$ cat src/rtl/product_bcd_conv_pkg.sv
// Shared types and elaboration helpers for the product-to-BCD converter.
package product_bcd_conv_pkg;

    localparam int DEF_BITS   = 4;
    localparam int DEF_DIGITS = 3;

    typedef enum logic [1:0] {
        IDLE = 2'd0,
        CONV = 2'd1,
        DONE = 2'd2
    } state_e;

    function automatic int min_digits(input int pw);
        longint maxv;
        longint p;
        int     d;
        maxv = (longint'(1) << pw) - 1;
        p    = 10;
        d    = 1;
        while (p <= maxv) begin
            p = p * 10;
            d = d + 1;
        end
        return d;
    endfunction

    function automatic int cnt_width(input int pw);
        return (pw <= 2) ? 1 : $clog2(pw);
    endfunction

endpackage

$ cat src/rtl/product_bcd_conv_if.sv
// Input/output handshakes between multiplier, converter and display stage.
interface product_bcd_conv_if
    import product_bcd_conv_pkg::*;
#(
    parameter int PW     = 2 * DEF_BITS,
    parameter int DIGITS = DEF_DIGITS
);
    logic                  in_valid;
    logic                  in_ready;
    logic [PW-1:0]         product_i;
    logic                  out_valid;
    logic                  out_ready;
    logic [4*DIGITS-1:0]   bcd_o;
    logic [DIGITS-1:0]     blank_o;

    modport master (
        output in_valid, product_i, out_ready,
        input  in_ready, out_valid, bcd_o, blank_o
    );

    modport slave (
        input  in_valid, product_i, out_ready,
        output in_ready, out_valid, bcd_o, blank_o
    );
endinterface

$ cat src/rtl/product_bcd_conv_bcd_digit_adj.sv
// Double-dabble correction cell: a digit of 5 or more gets +3
// so the following left shift carries into the next decade.
module bcd_digit_adj (
    input  logic [3:0] d_i,
    output logic [3:0] d_o
);
    assign d_o = (d_i >= 4'd5) ? d_i + 4'd3 : d_i;
endmodule

$ cat src/rtl/product_bcd_conv.sv
// Iterative binary-to-BCD converter with leading-zero blanking mask.
module product_bcd_conv
    import product_bcd_conv_pkg::*;
#(
    parameter int bits   = DEF_BITS,
    parameter int DIGITS = DEF_DIGITS
) (
    input  logic               clk,
    input  logic               rst,
    product_bcd_conv_if.slave  bus
);
    localparam int PW = 2 * bits;
    localparam int CW = cnt_width(PW);
    localparam int BW = 4 * DIGITS;
    localparam logic [DIGITS-1:0] BLANK_RST = ~(DIGITS'(1));

    if (DIGITS < min_digits(PW)) begin : g_digits_chk
        $error("DIGITS too small for product width");
    end

    state_e              state_q, state_d;
    logic [CW-1:0]       cnt_q, cnt_d;
    logic [PW-1:0]       bin_q, bin_d;
    logic [BW-1:0]       bcd_q, bcd_d;
    logic [BW-1:0]       out_bcd_q, out_bcd_d;
    logic [DIGITS-1:0]   out_blank_q, out_blank_d;
    logic [BW-1:0]       adj;
    logic [BW+PW-1:0]    sh;
    logic [DIGITS-1:0]   blank_nx;
    logic                zero_run;

    for (genvar g = 0; g < DIGITS; g++) begin : g_adj
        bcd_digit_adj u_adj (
            .d_i (bcd_q[4*g +: 4]),
            .d_o (adj[4*g +: 4])
        );
    end

    always_comb begin
        state_d     = state_q;
        cnt_d       = cnt_q;
        bin_d       = bin_q;
        bcd_d       = bcd_q;
        out_bcd_d   = out_bcd_q;
        out_blank_d = out_blank_q;
        sh          = {adj, bin_q} << 1;

        // A digit blanks only while it and every digit above it are zero.
        zero_run = 1'b1;
        blank_nx = '0;
        for (int d = DIGITS - 1; d >= 1; d--) begin
            zero_run    = zero_run & (sh[PW + 4*d +: 4] == 4'd0);
            blank_nx[d] = zero_run;
        end

        unique case (state_q)
            IDLE: begin
                if (bus.in_valid) begin
                    state_d = CONV;
                    bin_d   = bus.product_i;
                    bcd_d   = '0;
                    cnt_d   = '0;
                end
            end
            CONV: begin
                bcd_d = sh[BW+PW-1:PW];
                bin_d = sh[PW-1:0];
                cnt_d = cnt_q + 1'b1;
                if (cnt_q == CW'(PW - 1)) begin
                    state_d     = DONE;
                    out_bcd_d   = sh[BW+PW-1:PW];
                    out_blank_d = blank_nx;
                end
            end
            DONE: begin
                if (bus.out_ready) begin
                    state_d = IDLE;
                end
            end
            default: state_d = IDLE;
        endcase
    end

    always_ff @(posedge clk or negedge rst) begin
        if (!rst) begin
            state_q     <= IDLE;
            cnt_q       <= '0;
            bin_q       <= '0;
            bcd_q       <= '0;
            out_bcd_q   <= '0;
            out_blank_q <= BLANK_RST;
        end else begin
            state_q     <= state_d;
            cnt_q       <= cnt_d;
            bin_q       <= bin_d;
            bcd_q       <= bcd_d;
            out_bcd_q   <= out_bcd_d;
            out_blank_q <= out_blank_d;
        end
    end

    assign bus.in_ready  = rst & (state_q == IDLE);
    assign bus.out_valid = (state_q == DONE);
    assign bus.bcd_o     = out_bcd_q;
    assign bus.blank_o   = out_blank_q;

endmodule
$ cat src/flat_wrapper.sv
// flat-port wrapper written by rule: the top's interface ports become plain ports
module product_bcd_conv_flat import product_bcd_conv_pkg::*;
#(
    parameter int bits   = DEF_BITS,
    parameter int DIGITS = DEF_DIGITS
)
  (clk, rst, bus_in_valid, bus_product_i, bus_out_ready, bus_in_ready, bus_out_valid, bus_bcd_o, bus_blank_o);
  product_bcd_conv_if #(.DIGITS(DIGITS)) bus_i ();
  input  logic clk;
  input  logic rst;
  input wire logic [$bits(bus_i.in_valid)-1:0] bus_in_valid;
  input wire logic [$bits(bus_i.product_i)-1:0] bus_product_i;
  input wire logic [$bits(bus_i.out_ready)-1:0] bus_out_ready;
  output wire logic [$bits(bus_i.in_ready)-1:0] bus_in_ready;
  output wire logic [$bits(bus_i.out_valid)-1:0] bus_out_valid;
  output wire logic [$bits(bus_i.bcd_o)-1:0] bus_bcd_o;
  output wire logic [$bits(bus_i.blank_o)-1:0] bus_blank_o;
  assign bus_i.in_valid = bus_in_valid;
  assign bus_i.product_i = bus_product_i;
  assign bus_i.out_ready = bus_out_ready;
  assign bus_in_ready = bus_i.in_ready;
  assign bus_out_valid = bus_i.out_valid;
  assign bus_bcd_o = bus_i.bcd_o;
  assign bus_blank_o = bus_i.blank_o;
  product_bcd_conv #(.bits(bits), .DIGITS(DIGITS)) u_core (.clk(clk), .rst(rst), .bus(bus_i));
endmodule
$ cat config.mk
export PLATFORM = sky130hd
export DESIGN_NAME = product_bcd_conv_flat
export DESIGN_NICKNAME = d
export VERILOG_FILES = /design/src/rtl/product_bcd_conv_pkg.sv /design/src/rtl/product_bcd_conv_if.sv /design/src/rtl/product_bcd_conv_bcd_digit_adj.sv /design/src/rtl/product_bcd_conv.sv /design/src/flat_wrapper.sv
export SDC_FILE = /design/constraint.sdc
export NUM_CORES = 1
export LEC_CHECK = 0
export CORE_MARGIN = 2
export CORE_UTILIZATION = 32
export CTS_BUF_LIST = sky130_fd_sc_hd__clkbuf_4
export DETAILED_ROUTE_END_ITERATION = 8
export DONT_BUFFER_PORTS = 1
export SETUP_SLACK_MARGIN = 0.3
export SYNTH_ARGS = -nofsm -noshare
export SYNTH_HDL_FRONTEND = slang
export SYNTH_SLANG_ARGS = --single-unit
$ cat constraint.sdc
create_clock -name clk -period 4.5 [get_ports clk]
set_input_delay 0 -clock clk [delete_from_list [all_inputs] [get_ports clk]]
set_output_delay 0 -clock clk [all_outputs]
set_load 0.02 [all_outputs]
; Yosys cells after proc, flatten, opt, wreduce, memory -nomap -nowiden
; Cells that the tools add are included.
; Widths: inputs -> output; s select.
[totals]
ff_bits = 39
inputBits = 12
[classes]
add_sub_neg = 4
order_cmp = 3
eq_ne = 6
n_mux = 13
bitwise = 2
reduce_logical = 7
[op_table]
columns = cell, count
row1 = $pmux 12 s2, 1
row2 = $pmux 8 s2, 1
row3 = $ge 4x3->1 const B, 3
row4 = $mux 12, 1
row5 = $add 4x2->4 const B, 2
row6 = $logic_not 4->1, 2
row7 = $mux 4, 2
row8 = $mux 8, 1
row9 = $mux 2, 3
row10 = $mux 3, 2
row11 = $pmux 2 s3, 1
row12 = $pmux 3 s2, 1
row13 = $ne 2x2->1 const B, 2
row14 = $reduce_and 2->1, 2
row15 = $add 3x1->3 const B, 1
row16 = $add 3x2->3 const B, 1
row17 = $eq 3x3->1 const B, 1
row18 = $reduce_and 3->1, 1
row19 = $and 1x1->1, 2
row20 = $eq 2x1->1 const B, 1
row21 = $eq 2x2->1 const B, 1
row22 = $logic_not 2->1, 1
row23 = $ne 2x1->1 const B, 1
row24 = $reduce_bool 2->1, 1

; Longest topological paths before layout
; Gate-level depths: netlist (run 1).
[logic_depth]
ltp_word = 4
ltp_mapped = 6
depth_no_buf = 6

; Hierarchy
; Synthesis (run 1) repeated with hierarchy kept, for this count alone.
[unflattened]
cells_unflattened = 173
area_unflattened_um2 = 1931.9
[modules_own_cells]
columns = module, instances, cells_per_inst, area_each_um2, seq_area_each_um2
row1 = product_bcd_conv, 1, 125, 1627.8, 978.4
row2 = bcd_digit_adj, 3, 16, 101.3, 0.0

; Worst setup path after synthesis (run 1)
; OpenSTA, ideal clock, no wires.
[synth_path]
path_kind = flip-flop to flip-flop
from = register u_core.bcd_q[4]
to = register u_core.out_blank_q[1] (netlist: u_core.bus.blank_o[1])
arrival_ps = 1470
slack_ps = 2933
stages_incl_launch_ff = 7
n_path_buf = 0
synth_period_minus_slack_ps = 1567
cell_sequence = dfrtp_1 inv_1 ha_1 nand2b_1 nor3b_1 nand4b_1 o41ai_2
[synth_between]
elab_chain_len = 4
word_cells_on_any_way = 6
classes_between = add/sub: 1 / order compare: 1 / mux: 1 / bitwise: 1 / reduce/logical: 2
[synth_lines]
columns = item, line_no
row1 = "start, declared", product_bcd_conv.sv:24  ; logic [BW-1:0] bcd_q, bcd_d;
row2 = "start signal, assigned", product_bcd_conv.sv:89  ; bcd_q <= '0;
row3 = "start signal, assigned", product_bcd_conv.sv:96  ; bcd_q <= bcd_d;
row4 = $add 4x2->4 / $ge 4x3->1 (equally long branches), product_bcd_conv_bcd_digit_adj.sv:7  ; assign d_o = (d_i >= 4'd5) ? d_i + 4'd3 : d_i;
row5 = $mux 4 (*), product_bcd_conv_bcd_digit_adj.sv:7
row6 = $logic_not 4->1, product_bcd_conv.sv:52  ; zero_run = zero_run & (sh[PW + 4*d +: 4] == 4'd0);
row7 = $and 1x1->1 (*), product_bcd_conv.sv:52
row8 = "end signal, assigned", product_bcd_conv.sv:98  ; out_blank_q <= out_blank_d;
row9 = "end, declared", product_bcd_conv.sv:26  ; logic [DIGITS-1:0] out_blank_q, out_blank_d;
; Every way passes the cells marked *; elsewhere a longest branch is shown, timed or not.
; A chain may end at the register's enable or synchronous reset.

; Final worst setup path (run 1)
[layout_path]
from = register u_core.cnt_q[0]
to = register u_core.out_blank_q[1] (netlist: u_core.bus.blank_o[1])
[layout_between]
elab_chain_len = 2
[layout_lines]
columns = item, line_no
row1 = "start, declared", product_bcd_conv.sv:22  ; logic [CW-1:0] cnt_q, cnt_d;
row2 = "start signal, assigned", product_bcd_conv.sv:94  ; cnt_q <= cnt_d;
row3 = $eq 3x3->1, product_bcd_conv.sv:69  ; if (cnt_q == CW'(PW - 1)) begin
row4 = $reduce_and 2->1 (no line), --
; No other way between the ends.

==> flow_summary.toml, run 1 <==
[status]
status = "completed"

[sta]
fmax_ghz = 0.549
finalHoldViolations = 0
fin_skew_ns = 0.00351
setup_viol = 0
min_period_ns = 1.82
grt_setup_unrepaired = "false"
worstMarginPinSlew_ns = 0.955
min_period_over_period_pct = 40.5
max_slew_margin_pct = 36.3
slew_viol_final = 0
tns_ns = 0
fin_ws_ns = 2.68

[synthesis]
yosysWarnings = 0
yosysTopAreaCell = "dfrtp_1"
synth_largest_type_area_fraction_pct = 47.5
ys_seq_area_share_pct = 50.2
syn_inst = 195
synth.distinct_cells = 31
syn_area_per_cell_um2 = 10.0
synth_fp_nets = 215
synth_seq_cells = 39
synth_area_leaders = "dfrtp_1 (47%), o21ai_0 (7.7%), nand2_1 (5.8%)"
synth_area_um2 = 1950

[global_route]
overflow = 0
grt_most_used_layer = "met2"
grt_usage_pct = 12.8
use_met1_pct = 17.1
use_met2_pct = 18.8
grt_pass1_vias = 1289
met3_usage_pct = 4.18
grt_max_degree = 40
grt_pass1_wl_um = 6380
grt_antenna_before_repair = 0

[clock_tree]
ctsResizeCount = 0
clk_pin_slew_ns = 0.11
htree_levels = 2
worstSkewPairLatency_ns = 0.34
clock_path_buffers = 2
cts_root_buf = "clkbuf_4"
cts_tree = "yes"
cts_buffers = 5
cts_sinks = 39

[routing]
drt_iter0_markers = 69
ant_nets = 0
routed-via-count = 1388
wl_per_cell_um = 13.6
drc = 0
post_drt_via_cell_ratio = 4.94
drtPass1Iterations = 4
routed_wl_um = 3820

[die]
dieHeight_um = 82.1
placement_rows = 28
die_x_um = 82.1
initial_core_util_pct = 32.9
dieArea_um2 = 6730
coreArea_um2 = 5920
pin_count = 29

[placement]
place_congestion = 0.765
port_buffers = 0
post-dp-hpwl_um = 2550
place_ws_ns = 2.69

[setup_path]
arrival_ns = 2.08
worstSetupEndpointType = "flip-flop"
critPathLaunchType = "flip-flop"
crit_type = "reg2reg"
cp_max_fo = 24
crit_required_ns = 4.76

[power]
ir_drop_uv = 160
p_per_area_nw_per_um2 = 681
p_leak_nw = 0.978

[flow_run]
max_cap_violations = 0

[worst_hold_path]
hold_class = "in2reg"

[cells_and_area]
nNetsFinal = 225
drive_above_1_share_pct = 10.2
fillers = 585
antennaDiodeCount = 0
multiInputGateArea_um2 = 885
seq_area_um2 = 978
area_delta_synth_final_pct = 11.9
[cells in the mapped netlist]
| cell | count |
|---|---|
| nor3b_1 | 5 |
| o41ai_2 | 1 |
| nor2b_1 | 4 |
| a22o_1 | 4 |
| and2b_1 | 1 |
| nand3b_1 | 1 |
| o21ai_0 | 30 |
| nor3_1 | 3 |
| nand3b_4 | 1 |
| mux2i_1 | 9 |
| nand2_1 | 30 |
| clkbuf_1 | 3 |
| inv_1 | 9 |
| xnor2_1 | 3 |
| and2_1 | 1 |
| a21oi_2 | 3 |
| conb_1 | 1 |
| a21oi_1 | 10 |
| o21ai_1 | 5 |
| buf_2 | 3 |
| buf_6 | 1 |
| o21bai_2 | 1 |
| dfrtp_1 | 37 |
| mux2_2 | 4 |
| dfstp_2 | 2 |
| buf_4 | 2 |
| nand2b_1 | 5 |
| ha_1 | 8 |
| a22oi_1 | 2 |
| nor2_1 | 5 |
| nand4b_1 | 1 |
[report_power, final]
part	switching, mW	internal (mW)
registers	0.197	0.501
logic	0.330	0.263
clock network	0.114	0.0805
total	0.641	0.845
[final timing paths]
path                                        startpoint                                 to  slack, ns  cells past startpoint
max                        u_core.cnt_q[0]$_DFFE_PN0P_  u_core.bus.blank_o[1]$_DFFE_PN1P_       2.68                      6
min in group asynchronous                          rst        u_core.bcd_q[1]$_DFFE_PN0P_       0.12                      2
max in group asynchronous                          rst  u_core.bus.blank_o[1]$_DFFE_PN1P_       4.13                      2
min                                       bus_in_valid        u_core.bin_q[5]$_DFFE_PN0P_       0.04                      3
max reg2reg                u_core.cnt_q[0]$_DFFE_PN0P_  u_core.bus.blank_o[1]$_DFFE_PN1P_       2.68                      6
min reg2reg                u_core.bin_q[4]$_DFFE_PN0P_        u_core.bin_q[4]$_DFFE_PN0P_       0.50                      2
[sequential cells by signal, indices dropped and copies added, names as in the netlist]
signal / count
u_core.bus.bcd_o: 12
u_core.bin_q: 8
u_core.bus.blank_o: 2
u_core.state_q: 2
u_core.cnt_q: 3
u_core.bcd_q: 12
[kinds of logic after synthesis]
logic type | after synthesis | share of synthesized area [%]
simple gates | 57 | 14.9
compound gates | 56 | 16.9
flops | 39 | 50.2
buf+inv | 18 | 4.43
mux | 13 | 6.93
fa+ha+maj | 8 | 5.13
xor+xnor | 3 | 1.35
other cells | 1 | 0.192
[layer usage]
layer	vias up	part of all wire, %
li1	691	-
met1	669	46
met2	22	47
met3	6	5.0
met4	0	1.8
met5	-	0
[critical path, cell delays in order (launching register included)]
cell	delay, ns
dfrtp_1	0.39
ha_1	0.16
ha_1	0.23
nand3b_4	0.25
a21oi_2	0.22
nand4b_1	0.15
o41ai_2	0.34
[layout by cell type (no fill, tap or decap), drive strengths merged]
master	n
nor2	5
dlygate4sd3	11
xnor2	3
mux2i	9
a21oi	13
buf	1
and2	1
a22oi	2
nand2	30
o21ai	35
ha	8
inv	9
clkbuf	8
nand2b	5
and2b	1
nor3b	5
nand4b	1
o21bai	1
dfrtp	37
nor2b	4
a22o	4
nor3	3
mux2	4
o41ai	1
conb	1
nand3b	2
dfstp	2
[per-stage QoR]
step / hold WS, ns / area, um^2 / utilization [%] / power [mW] / std cells
finish: 0.0355 / 2180 / 36.8 / 1.49 / 281
detailed placement: -0.294 / 1990 / 33.6 / 1.29 / 261
global placement: -0.295 / 1990 / 33.6 / 1.27 / 261
global route: 0.0388 / 2180 / 36.8 / 1.62 / 281
CTS: 0.0234 / 2180 / 36.8 / 1.50 / 281
floorplan: -0.296 / 1950 / - / 1.17 / 195
[timing repair]
action / 4_1_cts / 5_1_grt
setup buffers: 0 / 0
hold buffers: 12 / 0
hold endpoints to repair: 49 / 0
[cell type report]
class | instances | area share (%)
repair buffers | 12 | 5.97
inverters | 9 | 1.55
flip-flops and latches | 39 | 44.9
multi-input cells | 138 | 40.6
clock buffers | 8 | 2.75
well taps | 75 | 4.30
Note: power is estimated with default switching activity, not from simulation.
==> run 2, diff against run 1 <==
==> constraint.sdc (replaced) <==
create_clock -name clk -period 1.7 [get_ports clk]
set_input_delay 0 -clock clk [delete_from_list [all_inputs] [get_ports clk]]
set_output_delay 0 -clock clk [all_outputs]
set_load 0.02 [all_outputs]
==> flow_summary.toml, run 2 (synthesized netlist as in run 1, its figures left out) <==
[status]
status = "completed"

[sta]
min_period_over_period_pct = 90.2
max_slew_margin_pct = 58.6
fin_ws_ns = 0.166
worstMarginPinSlew_ns = 0.621
grt_setup_unrepaired = "true"
slew_viol_final = 0
fmax_ghz = 0.652
setup_viol = 0
finalHoldViolations = 0
fin_skew_ns = 0.00984
tns_ns = 0
holdWs_ns = 0.0364
min_period_ns = 1.53

[power]
p_per_area_nw_per_um2 = 1890
p_int_mw = 2.92
power_switching_mw = 2.11
combPwrFrac_pct = 52.7
clkPwrFrac_pct = 10.0
sequentialPowerShare_pct = 37.2
p_leak_nw = 1.18
swShare_pct = 42.0
ir_drop_uv = 875

[worst_hold_path]
hold_class = "in2reg"
min-delay-start = "bus_in_valid"

[cells_and_area]
layoutNonFillerInstCount = 309
layout_common_cells = "dfrtp_1 (35), nand2_1 (28), buf_4 (20)"
drive_above_1_share_pct = 35.5
area_delta_synth_final_pct = 36.1
layout_commonest_cell = "dfrtp_1"
nNetsFinal = 253
fillers = 556
antennaDiodeCount = 0

[routing]
wl_met1_um = 2210
drt_iter0_markers = 47
drc = 0
drtPass1Iterations = 5
wl_met2_um = 2230
post_drt_via_cell_ratio = 4.89
wl_per_cell_um = 15.2
topRoutingLayerUsed = "met4"
routed_wl_um = 4690
met3WireLength_um = 202
routed-via-count = 1511
ant_nets = 0

[setup_path]
worstSetupStartpoint = "u_core.bcd_q[0]$_DFFE_PN0P_"
crit_type = "reg2reg"
path_cells = "ha_2 -> nand2b_4 -> nor3b_1 -> nand3b_1 -> o41ai_2"
regToRegStartpoint = "u_core.bcd_q[0]$_DFFE_PN0P_"
crit_required_ns = 1.95
critPathLaunchType = "flip-flop"
cp_max_fo = 4
arrival_ns = 1.78
worstSetupEndpointType = "flip-flop"
cpPeakStageDelay_ns = 0.44
cp_slowest_cell = "dfrtp_1"

[die]
die_x_um = 82.1
dieArea_um2 = 6730
placement_rows = 28
initial_core_util_pct = 32.9
dieHeight_um = 82.1
coreArea_um2 = 5920
pin_count = 29

[clock_tree]
cts_root_buf = "clkbuf_4"
htree_levels = 2
clock_path_buffers = 2
cts_buffers = 5
cts_tree = "yes"
clk_pin_slew_ns = 0.12
cts_sinks = 39
worstSkewPairLatency_ns = 0.34

[global_route]
grt_antenna_before_repair = 0
grt_usage_pct = 15.0
grt_max_degree = 40
grt_pass1_vias = 1555
overflow = 0
grt_pass1_wl_um = 7620

[placement]
port_buffers = 0
place_congestion = 0.755
place_ws_ns = 0.0857
dp_cells = 268
post-dp-hpwl_um = 2700

[flow_run]
max_cap_violations = 0
-- run 2: cell count changes in the layout (fill, tap and decap cells not counted), moves of 4 or more --
cell      delta
buf_4       +20
o21ai_0     -14
inv_2        +6
nand2b_1     -4
mux2_4       +4
o21ai_2      +4
nand2b_4     +4
ha_4         +5
o21ai_1     +10
inv_1        -6
ha_1         -8
mux2_2       -4
-- run 2: power by group through the flow --
stage | Sequential, mW | Combinational, mW | Clock, mW
detailed placement | 1.86 | 1.79 | 0
global route | 1.94 | 2.96 | 0.559
global placement | 1.85 | 1.76 | 0
floorplan | 1.75 | 1.47 | 0
finish | 1.87 | 2.65 | 0.503
CTS | 1.84 | 2.29 | 0.528
-- run 2: final cells by class --
type | count | area (um^2) | share of cell area [%]
Clock buffer | 7 | 52.6 | 1.98
Clock inverter | 1 | 5.00 | 0.189
Inverter | 9 | 33.8 | 1.27
Multi-Input combinational cell | 139 | 1110 | 41.8
Sequential cell | 39 | 981 | 37.0
Tap cell | 75 | 93.8 | 3.54
Timing Repair Buffer | 39 | 379 | 14.3
-- run 2: stage by stage --
step	util (%)	cell area, um^2	power [mW]
floorplan	-	1990	3.22
global placement	35.2	2080	3.61
detailed placement	35.2	2080	3.65
CTS	41.9	2480	4.66
global route	44.8	2650	5.45
finish	44.8	2650	5.02
-- run 2: what timing repair did --
action / in CTS / in global routing
gates resized for setup: 19 / 34
hold endpoints to repair: 49 / 3
endpoints found under the setup margin: 33 / 30
buffers inserted: 15 / 3
hold buffers: 12 / 1
pin swaps: 11 / 9
cloned: 0 / 2
-- run 2: worst paths after layout --
check	depth (start not counted)	end	slack (ns)
worst max-delay path	5	u_core.bus.blank_o[1]$_DFFE_PN1P_	0.17
worst min-delay path	3	u_core.bcd_q[1]$_DFFE_PN0P_	0.04
worst max register to register	5	u_core.bus.blank_o[1]$_DFFE_PN1P_	0.17
worst min register to register	2	u_core.bin_q[3]$_DFFE_PN0P_	0.51
max in group asynchronous	2	u_core.bus.blank_o[1]$_DFFE_PN1P_	1.34
min in group asynchronous	2	u_core.bcd_q[8]$_DFFE_PN0P_	0.10
-- run 2: routing by layer --
| layer | vias to the layer above | global-route usage (%) |
|---|---|---|
| met1 | 724 | 19.2 |
| met2 | 33 | 24.4 |
| met3 | 4 | 4.29 |
| met5 | - | 0 |
| li1 | 750 | - |
| met4 | 0 | 5.00 |
-- run 2: worst max-delay path, delay by kind of cell (launching register included) --
| family | cells | cell delay [ns] |
|---|---|---|
| flops | 1 | 0.44 |
| fa+ha+maj | 1 | 0.18 |
| simple gates | 3 | 0.48 |
| compound gates | 1 | 0.34 |
==> run 3, diff against run 2 <==
--- a/config.mk
+++ b/config.mk
@@ -6,11 +6,12 @@
 export NUM_CORES = 1
 export LEC_CHECK = 0
 export CORE_MARGIN = 2
-export CORE_UTILIZATION = 32
+export CORE_UTILIZATION = 49
 export CTS_BUF_LIST = sky130_fd_sc_hd__clkbuf_4
 export DETAILED_ROUTE_END_ITERATION = 8
 export DONT_BUFFER_PORTS = 1
 export SETUP_SLACK_MARGIN = 0.3
 export SYNTH_ARGS = -nofsm -noshare
 export SYNTH_HDL_FRONTEND = slang
+export SYNTH_HIERARCHICAL = 1
 export SYNTH_SLANG_ARGS = --single-unit
==> flow_summary.toml, run 3 <==
[worst_hold_path]
hold_class = "in2reg"
whs_path_depth = 3

[setup_path]
rr_worst_depth = 7
crit_type = "reg2reg"
crit_buf_inv = 2
cp_max_fo = 4
critPathLaunchType = "flip-flop"
arrival_ns = 1.90
cp_slowest_cell = "dfrtp_1"
crit_family = "flip-flops"
crit_required_ns = 1.94
cpPeakStageDelay_ns = 0.44
cpMostUsedCell = "buf_4"
path_cells = "ha_2 -> nand2b_4 -> a21oi_4 -> buf_4 -> xnor2_2 -> buf_4 -> mux2_2"
cp.depth = 7
worstSetupEndpointType = "flip-flop"

[cells_and_area]
fillers = 288
final_area_um2 = 2610
antennaDiodeCount = 0
nNetsFinal = 227
drive_above_1_share_pct = 42.8
layout_commonest_cell = "dfrtp_1"
layout_common_cells = "dfrtp_1 (36), buf_4 (24), nand2_1 (15)"
area_delta_synth_final_pct = 36.3

[sta]
fmax_ghz = 0.603
tns_ns = 0
slew_viol_final = 0
holdWs_ns = 0.104
fin_skew_ns = 0.00757
min_period_ns = 1.66
setup_viol = 0
finalHoldViolations = 0
grt_setup_unrepaired = "true"
min_period_over_period_pct = 97.5

[routing]
wl_per_cell_um = 17.0
routed_wl_um = 4340
drtPass1Iterations = 5
post_drt_via_cell_ratio = 5.49
routed-via-count = 1405
drc = 0
drt_iter0_markers = 87
ant_nets = 0

[power]
p_per_area_nw_per_um2 = 1970
ir_drop_uv = 818
p_leak_nw = 1.21

[placement]
port_buffers = 0
place_congestion = 0.734
dpl_cell_area_um2 = 2050
post-dp-hpwl_um = 2430

[synthesis]
synth_fp_nets = 189
synth_area_um2 = 1910
syn_area_per_cell_um2 = 11.3
syn_inst = 169
yosysWarnings = 6

[clock_tree]
clock_path_buffers = 2
cts_tree = "yes"
cts_sinks = 39
clk_pin_slew_ns = 0.11
cts_root_buf = "clkbuf_4"
cts_buffers = 5
htree_levels = 2
worstSkewPairLatency_ns = 0.35

[die]
initial_core_util_pct = 51.4
dieArea_um2 = 4420
placement_rows = 22
coreArea_um2 = 3720
pin_count = 29
dieHeight_um = 66.5
die_x_um = 66.5

[global_route]
grt_pass1_vias = 1441
grt_pass1_wl_um = 6940
grt_antenna_before_repair = 0
grt_usage_pct = 21.6
overflow = 0
grt_max_degree = 40

[status]
status = "completed"

[flow_run]
max_cap_violations = 0
-- run 3: power by group --
part	leakage (nW)	switching, mW	internal [mW]
Sequential	0.499	0.517	1.32
Clock	0.0426	0.310	0.303
Combinational	0.664	1.19	1.49
-- run 3: repair_timing --
action / CTS / global route
endpoints found under the hold margin: 48 / 1
gates resized for setup: 31 / 17
cloned: 1 / 0
hold buffers: 12 / 1
setup buffers: 10 / 7
pin swaps: 8 / 10
setup endpoints to repair: 35 / 30
-- run 3: path summary, 6_finish.rpt --
kind	slack, ns	startpoint	endpoint
worst max-delay path	0.04	u_core/bcd_q[8]$_DFFE_PN0P_	u_core/bus.bcd_o[9]$_DFFE_PN0P_
worst min-delay path	0.10	bus_in_valid	u_core/bin_q[3]$_DFFE_PN0P_
worst max register to register	0.04	u_core/bcd_q[8]$_DFFE_PN0P_	u_core/bus.bcd_o[9]$_DFFE_PN0P_
worst min register to register	0.52	u_core/bin_q[0]$_DFFE_PN0P_	u_core/bin_q[0]$_DFFE_PN0P_
max in group asynchronous	1.34	rst	u_core/bus.blank_o[2]$_DFFE_PN1P_
min in group asynchronous	0.12	rst	u_core/bus.bcd_o[5]$_DFFE_PN0P_
-- run 3: worst register-to-register path: cells and delay by family, from the launching register on --
family | cells | cell delay [ns]
and+or+nand+nor | 1 | 0.14
AOI/OAI and AO/OA | 1 | 0.17
DFF | 1 | 0.44
adders and majority gates | 1 | 0.19
xor gates and xnor gates | 1 | 0.08
buffers and inverters | 2 | 0.30
muxes | 1 | 0.25
-- run 3: area by class of cell --
cell class              instances  area, um^2  area share (%)
clock buffers                   5        37.5            1.44
clock inverters                 3        38.8            1.49
multi-input cells             116        1130            43.4
flip-flops and latches         39         980            37.6
well taps                      48        60.1            2.31
repair buffers                 38         332            12.7
inverters                       7        26.3            1.01
-- run 3: metal layers --
| metal | GRT usage (%) | up-vias | part of all wire, % |
|---|---|---|---|
| met1 | 28.4 | 685 | 45 |
| li1 | - | 678 | - |
| met3 | 5.41 | 11 | 3.6 |
| met2 | 34.4 | 31 | 49 |
| met4 | 8.42 | 0 | 1.7 |
| met5 | 0 | - | 0 |
-- run 3: metrics by stage --
stage          instances  total power, mW  utilization, %  setup slack [ns]
4_1_cts              248             4.75            66.4            0.0671
2_1_floorplan        169             3.13               -             0.163
6_report             256             5.13            70.1            0.0425
5_1_grt              256             5.47            70.1           -0.0137
3_3_place_gp         217             3.50            55.1            0.0538
3_5_place_dp         217             3.57            55.1           0.00598
